**src/rtl/rv32m_pkg.sv**
```systemverilog
// Shared RV32M definitions: operand width, funct3 encodings, sequencer
// state encoding and the fixed results of the divide special cases.
package rv32m_pkg;

   localparam int unsigned XLEN  = 32;
   localparam int unsigned CNT_W = $clog2(XLEN);

   localparam logic [2:0] F3_MUL    = 3'b000;
   localparam logic [2:0] F3_MULH   = 3'b001;
   localparam logic [2:0] F3_MULHSU = 3'b010;
   localparam logic [2:0] F3_MULHU  = 3'b011;
   localparam logic [2:0] F3_DIV    = 3'b100;
   localparam logic [2:0] F3_DIVU   = 3'b101;
   localparam logic [2:0] F3_REM    = 3'b110;
   localparam logic [2:0] F3_REMU   = 3'b111;

   typedef enum logic [1:0] {
      S_IDLE = 2'd0,
      S_CALC = 2'd1,
      S_FIX  = 2'd2,
      S_DONE = 2'd3
   } state_t;

   localparam logic [XLEN-1:0] ALL_ONES = 32'hFFFF_FFFF;
   localparam logic [XLEN-1:0] INT_MIN  = 32'h8000_0000;

   // Two's-complement negate when n is set.
   function automatic logic [XLEN-1:0] neg_if(input logic n, input logic [XLEN-1:0] x);
      return n ? (~x + XLEN'(1)) : x;
   endfunction

endpackage

```
**src/rtl/muldiv_step.sv**
```systemverilog
// Single iteration of the multiply/divide loop (purely combinational).
//   is_div    : 0 = shift-add multiply step, 1 = restoring divide step
//   acc_i     : product accumulator (mul) or partial remainder in [31:0] (div)
//   operand_i : multiplicand (mul) or divisor (div), both as magnitudes
//   src_i     : multiplier (mul) or dividend (div)
//   bit_idx   : bit of src_i consumed by this step
//   acc_o     : next accumulator / remainder
//   q_bit     : quotient bit produced by a divide step
module muldiv_step
   import rv32m_pkg::*;
(
   input  logic              is_div,
   input  logic [2*XLEN-1:0] acc_i,
   input  logic [XLEN-1:0]   operand_i,
   input  logic [XLEN-1:0]   src_i,
   input  logic [CNT_W-1:0]  bit_idx,
   output logic [2*XLEN-1:0] acc_o,
   output logic              q_bit
);

   logic [2*XLEN-1:0] addend;
   logic [XLEN:0]     shifted;
   logic [XLEN:0]     divisor_ext;

   // Remainder needs one extra bit after the shift before the trial subtract.
   always_comb begin
      addend      = (2*XLEN)'(operand_i) << bit_idx;
      shifted     = {acc_i[XLEN-1:0], src_i[bit_idx]};
      divisor_ext = {1'b0, operand_i};
      q_bit       = 1'b0;
      if (is_div) begin
         q_bit = (shifted >= divisor_ext);
         acc_o = {{XLEN{1'b0}},
                  q_bit ? XLEN'(shifted - divisor_ext) : shifted[XLEN-1:0]};
      end else begin
         acc_o = src_i[bit_idx] ? (acc_i + addend) : acc_i;
      end
   end

endmodule

```
**src/rtl/muldiv_unit.sv**
```systemverilog
// Iterative RV32M multiply/divide sequencer for the execute stage.
//   clk, rst_n : clock, asynchronous active-low reset
//   start      : request, accepted in IDLE or DONE
//   funct3     : RV32M operation select
//   rs1, rs2   : operands, captured on accept
//   flush      : abort the current operation, no done, result untouched
//   busy       : high while iterating (CALC/FIX)
//   done       : one-cycle pulse when result is updated
//   result     : operation result, held until the next completion
module muldiv_unit
   import rv32m_pkg::*;
(
   input  logic            clk,
   input  logic            rst_n,
   input  logic            start,
   input  logic [2:0]      funct3,
   input  logic [XLEN-1:0] rs1,
   input  logic [XLEN-1:0] rs2,
   input  logic            flush,
   output logic            busy,
   output logic            done,
   output logic [XLEN-1:0] result
);

   state_t              state_q, state_d;
   logic [CNT_W-1:0]    cnt_q, cnt_d;
   logic [2:0]          op_q, op_d;
   logic [XLEN-1:0]     a_q, a_d;
   logic [XLEN-1:0]     b_q, b_d;
   logic                neg_q, neg_d;
   logic [2*XLEN-1:0]   acc_q, acc_d;
   logic [XLEN-1:0]     quot_q, quot_d;
   logic [XLEN-1:0]     result_q, result_d;
   logic                done_q, done_d;
   logic                busy_q, busy_d;

   logic                accept;
   logic                a_signed, b_signed, sa, sb;
   logic                in_is_div, in_is_rem;
   logic                div_zero, div_ovf;
   logic [XLEN-1:0]     special_res;
   logic [XLEN-1:0]     fix_res;
   logic [2*XLEN-1:0]   prod_fix;
   logic [2*XLEN-1:0]   step_acc;
   logic                step_q;
   logic [CNT_W-1:0]    step_idx;

   // Operand decode and special-case detection on the incoming request.
   always_comb begin
      a_signed  = 1'b0;
      b_signed  = 1'b0;
      case (funct3)
         F3_MUL, F3_MULH, F3_DIV, F3_REM: begin
            a_signed = 1'b1;
            b_signed = 1'b1;
         end
         F3_MULHSU: a_signed = 1'b1;
         default: ;
      endcase
      sa          = a_signed & rs1[XLEN-1];
      sb          = b_signed & rs2[XLEN-1];
      in_is_div   = funct3[2];
      in_is_rem   = funct3[2] & funct3[1];
      div_zero    = in_is_div & (rs2 == '0);
      div_ovf     = in_is_div & ~funct3[0] & (rs1 == INT_MIN) & (rs2 == ALL_ONES);
      special_res = div_zero ? (in_is_rem ? rs1 : ALL_ONES)
                             : (in_is_rem ? '0  : INT_MIN);
      accept      = start & ~flush & ((state_q == S_IDLE) || (state_q == S_DONE));
   end

   // Divide walks the dividend MSB first; multiply walks the multiplier LSB first.
   assign step_idx = op_q[2] ? ~cnt_q : cnt_q;

   muldiv_step u_step (
      .is_div    (op_q[2]),
      .acc_i     (acc_q),
      .operand_i (op_q[2] ? b_q : a_q),
      .src_i     (op_q[2] ? a_q : b_q),
      .bit_idx   (step_idx),
      .acc_o     (step_acc),
      .q_bit     (step_q)
   );

   // Sign correction and output selection applied in FIX.
   always_comb begin
      prod_fix = neg_q ? -acc_q : acc_q;
      case (op_q)
         F3_MUL:                      fix_res = prod_fix[XLEN-1:0];
         F3_MULH, F3_MULHSU, F3_MULHU: fix_res = prod_fix[2*XLEN-1:XLEN];
         F3_DIV, F3_DIVU:             fix_res = neg_if(neg_q, quot_q);
         default:                     fix_res = neg_if(neg_q, acc_q[XLEN-1:0]);
      endcase
   end

   // Next-state and datapath updates.
   always_comb begin
      state_d  = state_q;
      cnt_d    = cnt_q;
      op_d     = op_q;
      a_d      = a_q;
      b_d      = b_q;
      neg_d    = neg_q;
      acc_d    = acc_q;
      quot_d   = quot_q;
      result_d = result_q;

      case (state_q)
         S_IDLE, S_DONE: begin
            state_d = S_IDLE;
            if (accept) begin
               op_d  = funct3;
               a_d   = neg_if(sa, rs1);
               b_d   = neg_if(sb, rs2);
               neg_d = in_is_rem ? sa : (sa ^ sb);
               if (div_zero || div_ovf) begin
                  state_d  = S_DONE;
                  result_d = special_res;
               end else begin
                  state_d = S_CALC;
                  cnt_d   = '0;
                  acc_d   = '0;
                  quot_d  = '0;
               end
            end
         end
         S_CALC: begin
            if (flush) begin
               state_d = S_IDLE;
            end else begin
               acc_d = step_acc;
               if (op_q[2]) quot_d = {quot_q[XLEN-2:0], step_q};
               cnt_d = cnt_q + CNT_W'(1);
               if (cnt_q == CNT_W'(XLEN - 1)) state_d = S_FIX;
            end
         end
         S_FIX: begin
            if (flush) begin
               state_d = S_IDLE;
            end else begin
               result_d = fix_res;
               state_d  = S_DONE;
            end
         end
         default: state_d = S_IDLE;
      endcase

      done_d = (state_d == S_DONE);
      busy_d = (state_d == S_CALC) || (state_d == S_FIX);
   end

   always_ff @(posedge clk or negedge rst_n) begin
      if (!rst_n) begin
         state_q  <= S_IDLE;
         cnt_q    <= '0;
         op_q     <= '0;
         a_q      <= '0;
         b_q      <= '0;
         neg_q    <= 1'b0;
         acc_q    <= '0;
         quot_q   <= '0;
         result_q <= '0;
         done_q   <= 1'b0;
         busy_q   <= 1'b0;
      end else begin
         state_q  <= state_d;
         cnt_q    <= cnt_d;
         op_q     <= op_d;
         a_q      <= a_d;
         b_q      <= b_d;
         neg_q    <= neg_d;
         acc_q    <= acc_d;
         quot_q   <= quot_d;
         result_q <= result_d;
         done_q   <= done_d;
         busy_q   <= busy_d;
      end
   end

   assign busy   = busy_q;
   assign done   = done_q;
   assign result = result_q;

endmodule

```
**config.mk**
```make
export PLATFORM = sky130hd
export DESIGN_NAME = muldiv_unit
export DESIGN_NICKNAME = d
export VERILOG_FILES = /design/src/rtl/rv32m_pkg.sv /design/src/rtl/muldiv_step.sv /design/src/rtl/muldiv_unit.sv
export SDC_FILE = /design/constraint.sdc
export NUM_CORES = 1
export LEC_CHECK = 0
export ABC_CLOCK_PERIOD_IN_PS = 8250
export BUFFER_PORTS_ARGS = -buffer_cell sky130_fd_sc_hd__buf_2
export CAP_MARGIN = 10
export CORE_ASPECT_RATIO = 1.4
export CORE_MARGIN = 5
export CORE_UTILIZATION = 30
export CTS_CLUSTER_DIAMETER = 100
export CTS_CLUSTER_SIZE = 40
export DETAILED_ROUTE_END_ITERATION = 12
export GPL_TIMING_DRIVEN = 0
export PLACE_DENSITY_LB_ADDON = 0.05
export SLEW_MARGIN = 0
export SYNTH_ARGS = -nofsm -noshare
export SYNTH_HDL_FRONTEND = slang
export SYNTH_SLANG_ARGS = --single-unit
```
**constraint.sdc**
```tcl
create_clock -name clk -period 8.25 [get_ports clk]
set_input_delay 2.475 -clock clk [delete_from_list [all_inputs] [get_ports clk]]
set_output_delay 2.475 -clock clk [all_outputs]
set_load 0.05 [all_outputs]
```
**Word level (Yosys, flattened, before mapping)**

Cells that the tools add are included.

- Register bits: 205
- Latch bits: 0
- RAM bits: 0
- Memory bits (read-only): 0
- Bits of input ports: 71
- Logic and storage cells: 126
- Memories kept: 0

- $add $sub $neg: 8
- Multiply operators: 0
- Div/mod/pow operators: 0
- Order comparisons: 2
- Equality and inequality tests: 25
- Shifts and indexed selects: 1
- Multiplexer cells: 43
- Bitwise logic cells: 17
- Reductions and logical operators: 19

Operators by type and width:

| cell | number |
|---|---|
| $mux W32 | 17 |
| $mux W64 | 6 |
| $add A32 B1 Y32 const B | 4 |
| $not A32 Y32 | 4 |
| $pmux W32 S2 | 2 |
| $pmux W64 S2 | 1 |
| $pmux W32 S3 | 1 |
| $add A64 B64 Y64 | 1 |
| $eq A32 B32 Y1 const B | 2 |
| $neg A64 Y64 | 1 |
| $shl A32 B5 Y64 | 1 |
| $ge A33 B32 Y1 | 1 |
| $logic_not A32 Y1 | 1 |
| $sub A32 B32 Y32 | 1 |
| $mux W5 | 4 |
| $eq A3 B3 Y1 const B | 4 |
| $ne A2 B2 Y1 const B | 6 |
| $mux W2 | 5 |
| $pmux W5 S2 | 1 |
| $reduce_and A5 Y1 | 2 |
| $and A1 B1 Y1 | 9 |
| $eq A3 B2 Y1 const B | 3 |
| $eq A2 B2 Y1 const B | 4 |
| $reduce_and A4 Y1 | 2 |
| 21 further kinds | 32 |

**Longest topological paths before layout**

- Depth after elaboration: 10
- Depth in mapped cells: 25
- Mapped depth without buffers: 21

**Modules after synthesis**

From an unflattened synthesis, not the netlist that was laid out.

- Cell total of the unflattened synthesis: 3,008
- Area total of the unflattened synthesis: 22,944.5 um^2

By module, submodules not included:

| module | instances | cells each | area an instance (um^2) |
|---|---|---|---|
| muldiv_unit | 1 | 1,667 | 13,807.0 |
| muldiv_step | 1 | 1,341 | 9,137.5 |

**Worst setup path before layout**

Ideal clock, no wire load.

- Path kind: reg-to-reg
- Start point: reg cnt_q[0]
- End point: reg acc_q[48]
- Library setup time: 0.096 ns
- Data arrival time: 5.227 ns
- Path slack: 2.927 ns
- Cell stages (with the launch flop): 21
- Buffers on the path: 4
- Period minus slack after synthesis: 5.323 ns
- Cells stage by stage: dfrtp_1 buf_2 buf_2 nor2b_1 nor2_1 buf_2 buf_1 o21ai_0 or3_1 or2_2 fa_1 nand2b_1 a21oi_1 o21ai_0 o41a_1 o21ai_0 a21oi_1 and4b_1 nor3_1 xor2_1 o31ai_1

- Word-level cells in the longest chain between the ends: 8
- Elaborated cells on any way between the ends: 12
- Classes of those cells: add/sub (1); eq/ne (1); shift (1); mux (7); bitwise (1); reduce/logical (1)

Ends and longest elaborated chain:

| element | line | text |
|---|---|---|
| from (decl) | muldiv_unit.sv:26 | `logic [CNT_W-1:0] cnt_q, cnt_d;` |
| from (signal assigned) | muldiv_unit.sv:166 | `cnt_q <= cnt_d;` |
| $not A5 Y5 | muldiv_unit.sv:72 | `assign step_idx = op_q[2] ? ~cnt_q : cnt_q;` |
| $mux W5 * | muldiv_unit.sv:72 |  |
| $shl A32 B5 Y64 | muldiv_step.sv:27 | `addend = (2*XLEN)'(operand_i) << bit_idx;` |
| $add A64 B64 Y64 | muldiv_step.sv:36 | `acc_o = src_i[bit_idx] ? (acc_i + addend) : acc_i;` |
| $mux W64 | muldiv_step.sv:36 |  |
| $mux W64 | muldiv_step.sv:31 | `if (is_div) begin` |
| $mux W64 | muldiv_unit.sv:127 | `if (flush) begin` |
| $pmux W64 S2 | muldiv_unit.sv:107 | `case (state_q)` |
| to (signal assigned) | muldiv_unit.sv:159 | `acc_q <= '0;` |
| to (signal assigned) | muldiv_unit.sv:171 | `acc_q <= acc_d;` |
| to (decl) | muldiv_unit.sv:31 | `logic [2*XLEN-1:0] acc_q, acc_d;` |

Every way passes the cells marked *; elsewhere a longest branch is shown, timed or not. The select of a mux whose other input is x is not followed.
A chain may end at the register's enable or synchronous reset.

**Worst setup path in the final report**

- Start point: reg cnt_q[0]
- End point: reg acc_q[52]

The elaborated chain is that of the path after synthesis.

==> summary.txt <==
Worst setup path
  – CP Launch Type: flop
  – Worst EP arrival: 8010 ps
  – CP required: slightly below 9000 ps
  – Critical path class: reg -> reg
  – CP endpoint kind: flop
  – Crit path launch: cnt_q[0]$_DFFE_PN0P_
  – Maximum fanout along the worst path: 10
  – R2R Path Start: cnt_q[0]$_DFFE_PN0P_

Drt
  – Met1 WL: 44.1 mm
  – DR vias: 22371
  – Drt first pass iters: 6
  – Drt total wl: 107 mm
  – Met2 WL: 52.5 mm
  – Drt first-iter violations: 1868
  – DRC: 0
  – Antenna-violating nets left: 0
  – DR WL met3: 4.79 mm
  – Vias/cell: 5.82
  – Wire per inst: 27.8 um
  – Max Used Layer: met4

Finish
  – Leading cell type in the layout, fill and taps excluded: nand2_1
  – Area growth syn-to-layout: 10.9%
  – Fill cells: between 7000 and 8000
  – Post-layout net count: 3078
  – Layout cells sized above 1: 7.98%
  – Commonest non-fill, non-tap cells in the layout: 353 x nand2_1, 292 x o21ai_0, 268 x nor2_1

STA
  – Final count of pins violating max slew: 0
  – Final setup fails: 0
  – Tmin final: 7570 ps
  – FMAX: 132 MHz
  – Final hold vios: 0
  – RSZ-0062 raised after global routing: false
  – Actual slew at the worst max-slew pin: around 1300 ps
  – Final period util: around 90%
  – Slew margin rel.: ~14%
  – Setup slack after layout: 680 ps
  – Setup TNS: 0 ps
  – Clock skew: 33.7 ps

Clock network
  – Postcts setup bufs: 0
  – Max Root-Sink Buffers: 3
  – H-tree depth: 1
  – Hold buffer count at cts: 0
  – CTS tree: done
  – Clock root cell: clkbuf_16
  – Clock-pin slew on the worst setup and hold paths: about 130 ps
  – Num CTS Buffers: 14
  – Post-CTS sizing: 0
  – CTS Sinks: 205
  – Skew-Pair Late Insertion Delay: between 500 and 600 ps

Die
  – Core region area: 69900 um2
  – Die width: 234 um
  – Top Ports: 105
  – Die H: 324 um
  – Die area: 75700 um2
  – Rows: 115
  – Initial core utilization: 30.1%

Place
  – IO buf count: 103
  – Setup WS pre-CTS: a little under 800 ps
  – Routability cong.: 0.996
  – Post-DP HPWL: 88.2 mm

Logic synthesis
  – EDFF count, synth: 0
  – Yosys cell types: 82
  – Mapped Area: 21100 um2
  – Synthesized area per cell: 7.59 um2
  – FF+latch count, synth: slightly above 200
  – Yosys synthesis warning count: 0
  – Asr flop ratio synth: 100%
  – Top_reg_cell synth: dfrtp_1
  – Seq/Total Area, Yosys: between 20% and 30%
  – Syn nets: about 3000
  – Cells after Synth: roughly 2800

Power and ir drop
  – Worst vdd ir: 157 uV
  – PwrDens: 276 nW/um2
  – Leak pwr: 9.76 nW

Global route
  – Antenna violations before repair: 2
  – Overall Global Routing Usage: 27.3%
  – First-pass GRT wire length: about 150 mm
  – Largest net degree at the start of global routing: 94
  – GRT overflow: 0
  – Vias in the first global route: 21901

Run
  – Max_cap viols: 0

Min path
  – Hold Crit Class: reg -> reg
  – Hold Path Origin: result[1]$_DFFE_PN0P_

Status
  – Run status: finished clean
state kept, by name, summed over array words and instances, names as in the netlist:
name	cells
op_q	3
busy	1
acc_q	64
a_q	32
result	32
b_q	32
neg_q	1
state_q	2
done	1
quot_q	32
cnt_q	5
cells in the mapped netlist (all sizes together), types with 7 or more instances:
library cell  count  share of area, %
or4              27               1.0
a221oi            8              0.33
o41ai            19              0.79
a21o             64               2.3
xor2            115               4.8
dfrtp           205                24
nor4             27              0.83
nand4            42               1.2
nor3             42               1.0
nand2           353               6.3
clkbuf          156               2.8
o31ai            61               2.2
a22o             17              0.71
buf              37              0.80
or2              12              0.36
nor2            269               4.8
a311oi            7              0.29
ha              105               6.2
and3              9              0.27
a211oi           19              0.68
nand2b           24              0.71
or3              36               1.1
nand3            38              0.90
o221ai           14              0.58
and2             18              0.53
mux2i            79               3.8
mux2             40               2.1
o22ai            41               1.2
o211ai           28               1.0
nor2b            15              0.45
a22oi            11              0.39
a21oi           208               4.9
xnor2           126               5.2
a31oi            45               1.3
o21bai           13              0.46
o21a              7              0.25
mux4             15               1.6
o21ai           294               7.0
inv              54              0.96
where the power goes:
group / switching [W] / internal [W] / leakage [nW]
Combinational: 0.00273 / 0.00137 / 6.82
Clock: 0.000502 / 0.000375 / 0.251
Sequential: 0.000352 / 0.00113 / 2.69
stage by stage:
step                power [W]  hold WS [ps]  utilization [%]  instance area (um2)  instances
finish                0.00646           507             33.4                23400       3845
global route          0.00683           542             33.4                23400       3844
CTS                   0.00642           511             33.4                23400       3843
detailed placement    0.00551           473             32.6                22800       3819
global placement      0.00552           476             32.6                22800       3817
floorplan             0.00400           461                -                21100       2778
area by class of cell:
type,instances,area [um2],share of cell area (%)
clock buffer,15,375,1.61
antenna,1,2.50,0.0107
clock inverter,9,154,0.659
sequential,205,5130,22.0
multi-input combinational,2323,15000,64.1
tap,936,1170,5.01
timing repair buffer,106,588,2.52
inverter,57,214,0.916
buffer,193,758,3.24
kinds of logic after synthesis:
logic type	share of synthesized area [%]
buf+inv	4.61
flops	24.3
fa+ha+maj	6.42
mux	7.49
xor+xnor	10.0
compound gates	26.7
simple gates	20.4
metal layers:
layer | vias up | GRT usage (%)
met4 | 0 | 11.3
li1 | 10389 | -
met5 | - | 0
met1 | 10965 | 34.5
met2 | 831 | 47.8
met3 | 186 | 2.24
final timing paths:
kind,endpoint,slack [ps],cells past startpoint
setup / recovery,acc_q[52]$_DFFE_PN0P_,680,19
hold / removal,result[1]$_DFFE_PN0P_,510,2
setup reg to reg,acc_q[52]$_DFFE_PN0P_,680,19
hold reg to reg,result[1]$_DFFE_PN0P_,510,2
max in group asynchronous,acc_q[55]$_DFFE_PN0P_,5210,3
min in group asynchronous,a_q[15]$_DFFE_PN0P_,1790,1
worst max-delay path, stage by stage, from the launching register on:
cell,delay (ps)
dfrtp_1,480
buf_2,320
buf_2,280
nor2b_1,130
nor2_1,490
buf_2,340
buf_1,500
o21ai_0,300
or3_1,500
or2_2,330
fa_1,460
nand2b_1,220
a21oi_1,270
o21ai_0,280
o41a_1,520
o21ai_0,1020
a21oi_1,240
o21ai_0,420
xor2_1,130
a22o_1,220
(Power assumes the default switching activity.)
